===== src/rtl/run_ctrl_pkg.sv =====
// -----------------------------------------------------------------------------
// run_ctrl_pkg
// Shared types and helpers for the Start/Ack launch controller.
//   state_e        : controller states (IDLE, ARMED, RUN, DONE)
//   NUM_PROGS_MAX  : largest program table the ProgIdx field can address
//   IDX_W          : width of ProgIdx
//   prog_base()    : maps a program index to its PC start address
// -----------------------------------------------------------------------------
package run_ctrl_pkg;

  typedef enum logic [1:0] {
    ST_IDLE  = 2'd0,
    ST_ARMED = 2'd1,
    ST_RUN   = 2'd2,
    ST_DONE  = 2'd3
  } state_e;

  localparam int NUM_PROGS_MAX = 4;
  localparam int IDX_W         = $clog2(NUM_PROGS_MAX);

  // Base address lookup. Indices beyond the table fall back to program 0,
  // which is also where the launch sequence wraps to.
  function automatic int unsigned prog_base(
    input logic [IDX_W-1:0] idx,
    input int unsigned      base0,
    input int unsigned      base1,
    input int unsigned      base2
  );
    int unsigned r;
    case (idx)
      2'd1:    r = base1;
      2'd2:    r = base2;
      default: r = base0;
    endcase
    return r;
  endfunction

endpackage


===== src/rtl/run_ctrl_if.sv =====
// -----------------------------------------------------------------------------
// run_ctrl_if
// Signal bundle between the launch bench / decoder and run_ctrl.
//   Start     : launch request (level)           bench   -> ctrl
//   Halt      : halt decode, only used in RUN    decoder -> ctrl
//   Ack       : program finished, held until next accepted Start
//   Run       : core enable
//   PcLoad    : PC load strobe, PcLoadVal is the address to load
//   ProgIdx   : current/next program index
//   CycleCnt  : RUN cycles of last/current program (saturating)
//   Timeout   : last program was stopped by the watchdog
//   DbgState  : controller state, for checkers
//
// Handshake: a launch is accepted on any rising Clk edge where Start=1 and the
// controller is IDLE or DONE; Ack drops on that same edge. Start must then fall
// before the program runs; the run completes with Ack=1, which stays high until
// the next accepted Start. Start seen while running is ignored.
// -----------------------------------------------------------------------------
interface run_ctrl_if #(
  parameter int PC_W  = 10,
  parameter int CNT_W = 16
) ();
  import run_ctrl_pkg::*;

  logic                 Start;
  logic                 Halt;
  logic                 Ack;
  logic                 Run;
  logic                 PcLoad;
  logic [PC_W-1:0]      PcLoadVal;
  logic [IDX_W-1:0]     ProgIdx;
  logic [CNT_W-1:0]     CycleCnt;
  logic                 Timeout;
  state_e               DbgState;

  modport slave (
    input  Start, Halt,
    output Ack, Run, PcLoad, PcLoadVal, ProgIdx, CycleCnt, Timeout, DbgState
  );

  modport master (
    output Start, Halt,
    input  Ack, Run, PcLoad, PcLoadVal, ProgIdx, CycleCnt, Timeout, DbgState
  );

endinterface


===== src/rtl/sat_counter.sv =====
// -----------------------------------------------------------------------------
// sat_counter
// Up-counter with synchronous clear, count enable, saturation at all-ones and a
// terminal-count flag comparing the current value against a limit.
//   clk_i   : clock
//   rst_i   : synchronous active-high reset
//   clr_i   : synchronous clear to zero
//   en_i    : count enable
//   limit_i : terminal-count compare value
//   cnt_o   : current count
//   tc_o    : cnt_o == limit_i
// -----------------------------------------------------------------------------
module sat_counter #(
  parameter int W = 16
) (
  input  logic         clk_i,
  input  logic         rst_i,
  input  logic         clr_i,
  input  logic         en_i,
  input  logic [W-1:0] limit_i,
  output logic [W-1:0] cnt_o,
  output logic         tc_o
);

  logic [W-1:0] cnt_q;
  logic [W-1:0] cnt_d;

  always_comb begin
    cnt_d = cnt_q;
    if (clr_i) begin
      cnt_d = '0;
    end else if (en_i && (cnt_q != '1)) begin
      cnt_d = cnt_q + W'(1);
    end
  end

  always_ff @(posedge clk_i) begin
    if (rst_i) begin
      cnt_q <= '0;
    end else begin
      cnt_q <= cnt_d;
    end
  end

  assign cnt_o = cnt_q;
  assign tc_o  = (cnt_q == limit_i);

endmodule


===== src/rtl/run_ctrl.sv =====
// -----------------------------------------------------------------------------
// run_ctrl
// Core-side responder for the Start/Ack launch handshake. A Start pulse arms
// the controller, which holds the PC at the current program's base address
// while Start stays high; when Start falls the core runs until Halt or the
// watchdog fires, then Ack is raised and the next program is selected
// (P1 -> P2 -> P3 -> P1).
//   Clk   : clock, all state changes on the rising edge
//   Reset : synchronous active-high reset, overrides everything
//   bus   : run_ctrl_if slave modport (Start/Halt in; Ack, Run, PcLoad,
//           PcLoadVal, ProgIdx, CycleCnt, Timeout, DbgState out)
// -----------------------------------------------------------------------------
module run_ctrl
  import run_ctrl_pkg::*;
#(
  parameter int PC_W       = 10,
  parameter int NUM_PROGS  = 3,
  parameter int PROG_BASE0 = 0,
  parameter int PROG_BASE1 = 128,
  parameter int PROG_BASE2 = 256,
  parameter int CNT_W      = 16,
  parameter int MAX_CYCLES = 50000
) (
  input  logic         Clk,
  input  logic         Reset,
  run_ctrl_if.slave    bus
);

  state_e            state_q, state_d;
  logic              ack_q, ack_d;
  logic              run_q, run_d;
  logic              timeout_q, timeout_d;
  logic [IDX_W-1:0]  idx_q, idx_d;
  logic [IDX_W-1:0]  idx_next;

  logic              cnt_clr;
  logic              cnt_en;
  logic [CNT_W-1:0]  cnt;
  logic              cnt_tc;

  // The watchdog fires while the counter still shows MAX_CYCLES-1, so the
  // final RUN cycle is counted and CycleCnt reads MAX_CYCLES afterwards.
  sat_counter #(
    .W (CNT_W)
  ) u_cycle_cnt (
    .clk_i   (Clk),
    .rst_i   (Reset),
    .clr_i   (cnt_clr),
    .en_i    (cnt_en),
    .limit_i (CNT_W'(MAX_CYCLES - 1)),
    .cnt_o   (cnt),
    .tc_o    (cnt_tc)
  );

  assign idx_next = (idx_q == IDX_W'(NUM_PROGS - 1)) ? '0 : idx_q + IDX_W'(1);

  always_comb begin
    state_d   = state_q;
    ack_d     = ack_q;
    run_d     = run_q;
    timeout_d = timeout_q;
    idx_d     = idx_q;
    cnt_clr   = 1'b0;
    cnt_en    = 1'b0;

    case (state_q)
      ST_IDLE, ST_DONE: begin
        if (bus.Start) begin
          state_d   = ST_ARMED;
          ack_d     = 1'b0;
          timeout_d = 1'b0;
          cnt_clr   = 1'b1;
        end
      end

      ST_ARMED: begin
        if (!bus.Start) begin
          state_d = ST_RUN;
          run_d   = 1'b1;
        end
      end

      ST_RUN: begin
        cnt_en = 1'b1;
        // Halt takes precedence over a watchdog expiry in the same cycle.
        if (bus.Halt) begin
          state_d   = ST_DONE;
          run_d     = 1'b0;
          ack_d     = 1'b1;
          timeout_d = 1'b0;
          idx_d     = idx_next;
        end else if (cnt_tc) begin
          state_d   = ST_DONE;
          run_d     = 1'b0;
          ack_d     = 1'b1;
          timeout_d = 1'b1;
          idx_d     = idx_next;
        end
      end

      default: begin
        state_d = ST_IDLE;
        run_d   = 1'b0;
      end
    endcase
  end

  always_ff @(posedge Clk) begin
    if (Reset) begin
      state_q   <= ST_IDLE;
      ack_q     <= 1'b0;
      run_q     <= 1'b0;
      timeout_q <= 1'b0;
      idx_q     <= '0;
    end else begin
      state_q   <= state_d;
      ack_q     <= ack_d;
      run_q     <= run_d;
      timeout_q <= timeout_d;
      idx_q     <= idx_d;
    end
  end

  assign bus.Ack       = ack_q;
  assign bus.Run       = run_q;
  assign bus.Timeout   = timeout_q;
  assign bus.ProgIdx   = idx_q;
  assign bus.CycleCnt  = cnt;
  assign bus.DbgState  = state_q;
  // PcLoad is decoded so the PC sees the load strobe in every ARMED cycle.
  assign bus.PcLoad    = (state_q == ST_ARMED);
  assign bus.PcLoadVal = PC_W'(prog_base(idx_q, PROG_BASE0, PROG_BASE1, PROG_BASE2));

endmodule


===== src/flat_wrapper.sv =====
// flat-port wrapper written by rule: the top's interface ports become plain ports
module run_ctrl_flat import run_ctrl_pkg::*;
#(
  parameter int PC_W       = 10,
  parameter int NUM_PROGS  = 3,
  parameter int PROG_BASE0 = 0,
  parameter int PROG_BASE1 = 128,
  parameter int PROG_BASE2 = 256,
  parameter int CNT_W      = 16,
  parameter int MAX_CYCLES = 50000
)
  (Clk, Reset, bus_Start, bus_Halt, bus_Ack, bus_Run, bus_PcLoad, bus_PcLoadVal, bus_ProgIdx, bus_CycleCnt, bus_Timeout, bus_DbgState);
  run_ctrl_if #(.PC_W(PC_W), .CNT_W(CNT_W)) bus_i ();
  input  logic Clk;
  input  logic Reset;
  input wire logic [$bits(bus_i.Start)-1:0] bus_Start;
  input wire logic [$bits(bus_i.Halt)-1:0] bus_Halt;
  output wire logic [$bits(bus_i.Ack)-1:0] bus_Ack;
  output wire logic [$bits(bus_i.Run)-1:0] bus_Run;
  output wire logic [$bits(bus_i.PcLoad)-1:0] bus_PcLoad;
  output wire logic [$bits(bus_i.PcLoadVal)-1:0] bus_PcLoadVal;
  output wire logic [$bits(bus_i.ProgIdx)-1:0] bus_ProgIdx;
  output wire logic [$bits(bus_i.CycleCnt)-1:0] bus_CycleCnt;
  output wire logic [$bits(bus_i.Timeout)-1:0] bus_Timeout;
  output wire logic [$bits(bus_i.DbgState)-1:0] bus_DbgState;
  assign bus_i.Start = bus_Start;
  assign bus_i.Halt = bus_Halt;
  assign bus_Ack = bus_i.Ack;
  assign bus_Run = bus_i.Run;
  assign bus_PcLoad = bus_i.PcLoad;
  assign bus_PcLoadVal = bus_i.PcLoadVal;
  assign bus_ProgIdx = bus_i.ProgIdx;
  assign bus_CycleCnt = bus_i.CycleCnt;
  assign bus_Timeout = bus_i.Timeout;
  assign bus_DbgState = bus_i.DbgState;
  run_ctrl #(.PC_W(PC_W), .NUM_PROGS(NUM_PROGS), .PROG_BASE0(PROG_BASE0), .PROG_BASE1(PROG_BASE1), .PROG_BASE2(PROG_BASE2), .CNT_W(CNT_W), .MAX_CYCLES(MAX_CYCLES)) u_core (.Clk(Clk), .Reset(Reset), .bus(bus_i));
endmodule

===== config.mk =====
export PLATFORM = sky130hd
export DESIGN_NAME = run_ctrl_flat
export DESIGN_NICKNAME = d
export VERILOG_FILES = /design/src/rtl/run_ctrl_pkg.sv /design/src/rtl/run_ctrl_if.sv /design/src/rtl/sat_counter.sv /design/src/rtl/run_ctrl.sv /design/src/flat_wrapper.sv
export SDC_FILE = /design/constraint.sdc
export NUM_CORES = 1
export LEC_CHECK = 0
export ABC_AREA = 1
export CORE_ASPECT_RATIO = 0.9
export CORE_MARGIN = 2
export CORE_UTILIZATION = 44
export DETAILED_ROUTE_END_ITERATION = 16
export MAX_ROUTING_LAYER = met4
export PLACE_DENSITY_LB_ADDON = 0.1
export SETUP_SLACK_MARGIN = 0.5
export SLEW_MARGIN = 25
export SYNTH_ARGS = -nofsm -noshare
export SYNTH_HDL_FRONTEND = slang
export SYNTH_SLANG_ARGS = --single-unit

===== constraint.sdc =====
create_clock -name Clk -period 1.5 [get_ports Clk]
set_input_delay 0.225 -clock Clk [delete_from_list [all_inputs] [get_ports Clk]]
set_output_delay 0.225 -clock Clk [all_outputs]
set_load 0.02 [all_outputs]

# Word-level counts from Yosys, hierarchy flattened
# Index checks and enable logic that the tools add are counted.
[op_classes] add_sub_neg=2 n_mul=0 n_div=0 order_cmp=0 n_eq_ne=10 shift=0 n_mux=22 bitwise=0 reduce_logical=11
[ops] operator="$pmux W9 S2" n=1
[ops] operator="$add A16 B1 Y16 const B" n=1
[ops] operator="$eq A16 B16 Y1 const B" n=1
[ops] operator="$ne A16 B16 Y1 const B" n=1
[ops] operator="$mux W2" n=7
[ops] operator="$mux W1" n=10
[ops] operator="$reduce_and A3 Y1" n=3
[ops] operator="$eq A2 B2 Y1 const B" n=3
[ops] operator="$pmux W1 S2" n=3
[ops] operator="$pmux W2 S3" n=1
[ops] operator="$reduce_bool A2 Y1" n=3
[ops] operator="$eq A2 B1 Y1 const B" n=2
[ops] operator="$ne A2 B2 Y1 const B" n=2
[ops] operator="$reduce_or A2 Y1" n=2
[ops] operator="$ne A3 B2 Y1 const B" n=1
[ops] operator="$add A2 B1 Y2 const B" n=1
[ops] operator="$logic_not A2 Y1" n=1
[ops] operator="$reduce_and A2 Y1" n=1
[ops] operator="$logic_and A1 B1 Y1" n=1
[totals] regBits=23 latch_bits=0 ram_bits=0 rom_bits=0 in_bits=4 output_inout_bits=34 word_cells=51 n_memories=0

# Longest topological paths before layout
[logic_depth] ltp_word=4 depth_mapped=9 depth_no_buf=9

# By module
# From an unflattened synthesis, not the netlist that was laid out.
[unflattened] cells_unflattened=270 hier_area_um2=1749.2
[by_module_without_submodules] mod="sat_counter" n_inst=1 cells_per_inst=202 area_per_inst_um2=1261.2 seq_area_each_um2=320.3
[by_module_without_submodules] mod="run_ctrl" n_inst=1 cells_per_inst=68 area_per_inst_um2=488.0 seq_area_each_um2=140.1

# Least setup slack after synthesis
# Ideal clock, no wire load.
[synth_timing] path_kind="reg-to-reg" start="register u_core.u_cycle_cnt.cnt_q[0] (netlist: u_core.u_cycle_cnt.cnt_o[0])" end="register u_core.u_cycle_cnt.cnt_q[13] (netlist: u_core.u_cycle_cnt.cnt_o[13])" setup_ns=0.115 arrival_ns=1.427 required_time_ns=1.385 path_slack_ns=-0.043 path_stages_with_launch=8 path_buffers=1 period_less_slack_ns=1.543 path_cell_list="dfxtp_1 -> ha_1 -> nand2_1 -> nor2_1 -> nand4_4 -> buf_6 -> a21oi_1 -> nor2_1"
[synth_between] elab_chain_cells=2 word_cells_on_any_way=3 cone_classes="add/sub: 1; eq/ne: 1; reduce/logical: 1"
[synth_rtl] element="start, declared" line="sat_counter.sv:25" rtl="logic [W-1:0] cnt_q;"
[synth_rtl] element="start signal, assigned" line="sat_counter.sv:41" rtl="cnt_q <= cnt_d;"
[synth_rtl] element="parallel branches: the longest is 2 deep, another holds $add A16 B1 Y16"
# Several ways; the timed one is not identified.
# A chain may end at the register's enable or synchronous reset.

# Final worst setup path
[layout_timing] start="register u_core.u_cycle_cnt.cnt_q[1] (netlist: u_core.u_cycle_cnt.cnt_o[1])" end="register u_core.u_cycle_cnt.cnt_q[14] (netlist: u_core.u_cycle_cnt.cnt_o[14])"
# Same word-level chain as after synthesis.

==> results.ini <==
[run_status]
status = complete, no violations

[die]
die-area_um2 = 3711
coreArea_um2 = 3067
die_y_um = 57.99
start_util_pct = 46.47
num_rows = 19
io_pins = 38
chipWidth_um = 63.99

[min_path]
min_from = u_core.bus.Timeout$_SDFFE_PP0P_
hp-class = reg -> reg
min_to = u_core.bus.Timeout$_SDFFE_PP0P_
holdPathStages = 2

[timing]
setup_tns_ps = 0
whs_ps = 478.5
final_max_slew_viol_count = 0
finalHoldViolations = 0
setup_violations = 0
rsz0062_at_grt = yes
setup_slack_ps = 143.4
fmax_mhz = 737.1
fin_crit_sh_pct = 90.44
fin_skew_ps = 3.826
fin_crit_ps = 1357

[detailed_routing]
dr.first_iter.drc_count = 24
drc = 0
postRouteAntennaNets = 0
viasPerCell = 4.739
wl_per_cell_um = 11.24
wirelength_um = 3575
drtPass1Iterations = 4
vias = 1507

[critical_path]
reg2reg_depth = 8
crit_path_top_delay_cell = dfxtp_4
cp_cell_sequence = ha_4 > nand3_2 > nor2_4 > nand2_2 > nor2_2 > nand3_1 > nand2_1 > nor2_1
crit_family = simple AND/OR/NAND/NOR gates
rr_startpoint = u_core.u_cycle_cnt.cnt_o[1]$_SDFFE_PP0P_
cp-end-kind = flop
startpoint_type = flop
worst-path-buf-inv = 0
worstSetupPathType = reg -> reg
regToRegSetupSlack_ps = 140
cp_slowest_stage_delay_ps = 390
reg2reg_to = u_core.u_cycle_cnt.cnt_o[14]$_SDFFE_PP0P_
worstPathMaxFanout = 5
cp.required_ps = 1720
worstPathArrival_ps = 1580

[synth]
ys_warn_count = 0
syn_area_um2 = 1425
synth_top_cell_area_share_pct = 32.31
synth-seq-area-share_pct = 32.31
synthCells = 221
ys_ff_latch = 23
ys_top_cells_by_area = dfxtp_1 (32%), nand2_1 (14%), nor2_1 (11%), nand3_1 (7.0%), a21oi_1 (6.3%)
yosys.area.top_type = dfxtp_1
yosysUniqueCellTypes = 24
avgSynthCellArea_um2 = 6.448

[power_and_ir_drop]
power_leakage_nw = 0.9437
p_total_mw = 2.207
peakVddDrop_mv = 1.271
p_per_area_nw_per_um2 = 1007

[finish]
multi_input_area_um2 = 923.4
final_cell_mix = nand2_1 (46), nor2_1 (32), buf_4 (27)
syn2layout_area_growth_pct = 53.82
insertedDiodeCount = 0
n_fill_cell = 239
instances_no_fill = 318
fin_area_um2 = 2192
nets = 285
fin_util_pct = 71.48
drive_gt1_share_pct = 44.93
area.sequential_um2 = 534.3
final_common_cell = nand2_1

[grt]
grt_first_pass_wirelength_um = 5927
grt.overflow.total = 0
grt_pass1_vias = 1294
grt_max_degree = 14
antenna_found_initial = 0
grt.total_usage_pct = 20.73

[placed_design]
place.gp.congestion = 0.8202
dp.cells = 289
dpl_worst_slack_ps = 41.80
portBuffers = 29
hpwlAfterDp_um = 2294
postPlaceCellArea_um2 = 1826

[clocking]
cts.path.max_buffers = 2
cts-root-buf = clkbuf_4
cts_tree = yes
clk_pin_slew_worst_paths_ps = 130
clkLatencyLatePin_ps = 320
cts_sinks = 23
h-tree-depth = 1
cts_buffers = 3

[run]
max_cap_violations = 0

==> flip-flops by register name, indices dropped and copies added, names as in the netlist <==
register,cells
u_core.bus.Run,1
u_core.bus.ProgIdx,2
u_core.bus.Timeout,1
u_core.bus.DbgState,2
u_core.bus.Ack,1
u_core.u_cycle_cnt.cnt_o,16
==> final cells by class <==
| cell class | count | share of cell area [%] |
|---|---|---|
| repair inverters | 1 | 0.1712 |
| clock buffers | 4 | 1.199 |
| multi-input cells | 165 | 42.12 |
| repair buffers | 57 | 24.60 |
| well taps | 42 | 2.397 |
| flip-flops and latches | 23 | 24.37 |
| inverters | 26 | 5.137 |
==> synth_stat cells <==
| library cell | count |
|---|---|
| nand2_1 | 53 |
| nor2_1 | 42 |
| inv_1 | 24 |
| dfxtp_1 | 23 |
| nand3_1 | 20 |
| a21oi_1 | 18 |
| buf_4 | 9 |
| ha_1 | 4 |
| nand4_1 | 4 |
| nor2_4 | 4 |
| o21ai_0 | 4 |
| buf_2 | 2 |
| buf_6 | 2 |
| inv_2 | 2 |
| a31oi_1 | 1 |
| clkbuf_1 | 1 |
| conb_1 | 1 |
| nand2_2 | 1 |
| nand3_2 | 1 |
| nand4_4 | 1 |
| nor2_2 | 1 |
| nor3_1 | 1 |
| nor3b_2 | 1 |
| o21ai_1 | 1 |
==> worst max path at each step <==
| stage | from | end | depth (start not counted) |
|---|---|---|---|
| finish | u_core.u_cycle_cnt.cnt_o[1]$_SDFFE_PP0P_ | u_core.u_cycle_cnt.cnt_o[14]$_SDFFE_PP0P_ | 8 |
| detailed placement | u_core.bus.DbgState[1]$_SDFFE_PP0P_ | bus_PcLoad | 3 |
| global placement | u_core.bus.DbgState[1]$_SDFFE_PP0P_ | bus_PcLoad | 3 |
| CTS | u_core.u_cycle_cnt.cnt_o[0]$_SDFFE_PP0P_ | u_core.u_cycle_cnt.cnt_o[4]$_SDFFE_PP0P_ | 7 |
| global route | u_core.u_cycle_cnt.cnt_o[0]$_SDFFE_PP0P_ | u_core.u_cycle_cnt.cnt_o[14]$_SDFFE_PP0P_ | 8 |
| floorplan | u_core.u_cycle_cnt.cnt_o[1]$_SDFFE_PP0P_ | u_core.u_cycle_cnt.cnt_o[2]$_SDFFE_PP0P_ | 7 |
==> routing by layer <==
metal | up-vias | wire length [um] | part of all wire, % | track usage (%)
met5 | - | 0 | 0 | -
met4 | 0 | 17 | 0.48 | 2.795
met3 | 2 | 124 | 3.5 | 4.078
met2 | 32 | 1680 | 47 | 33.04
met1 | 679 | 1753 | 49 | 28.09
li1 | 794 | - | - | -
==> cell families after synthesis <==
| kind of cell | Yosys count | synth area share [%] |
|---|---|---|
| other | 1 | 0.2631 |
| buffers and inverters | 40 | 14.13 |
| and+or+nand+nor | 129 | 41.26 |
| DFF | 23 | 32.31 |
| adders and majority gates | 4 | 3.512 |
| AOI/OAI and AO/OA | 24 | 8.516 |
==> power breakdown <==
group	switching [mW]	leakage, nW	total, mW	internal [mW]
clock	0.194	0.0150	0.298	0.104
combinational	0.617	0.726	1.14	0.521
sequential	0.0927	0.203	0.772	0.679
total	0.903	0.944	2.21	1.30
==> tightest hold or removal path: stages, from the launching register on <==
cell,delay [ps]
dfxtp_2,350
nand2_1,60
a21oi_1,50
==> what timing repair did <==
action	4_1_cts	5_1_grt
pin swaps	4	5
setup endpoints to repair	49	49
buffers inserted	15	9
resized for setup	175	28
hold buffers	0	0
cloned	1	0
No activity file was read; power rests on OpenSTA's default activity.
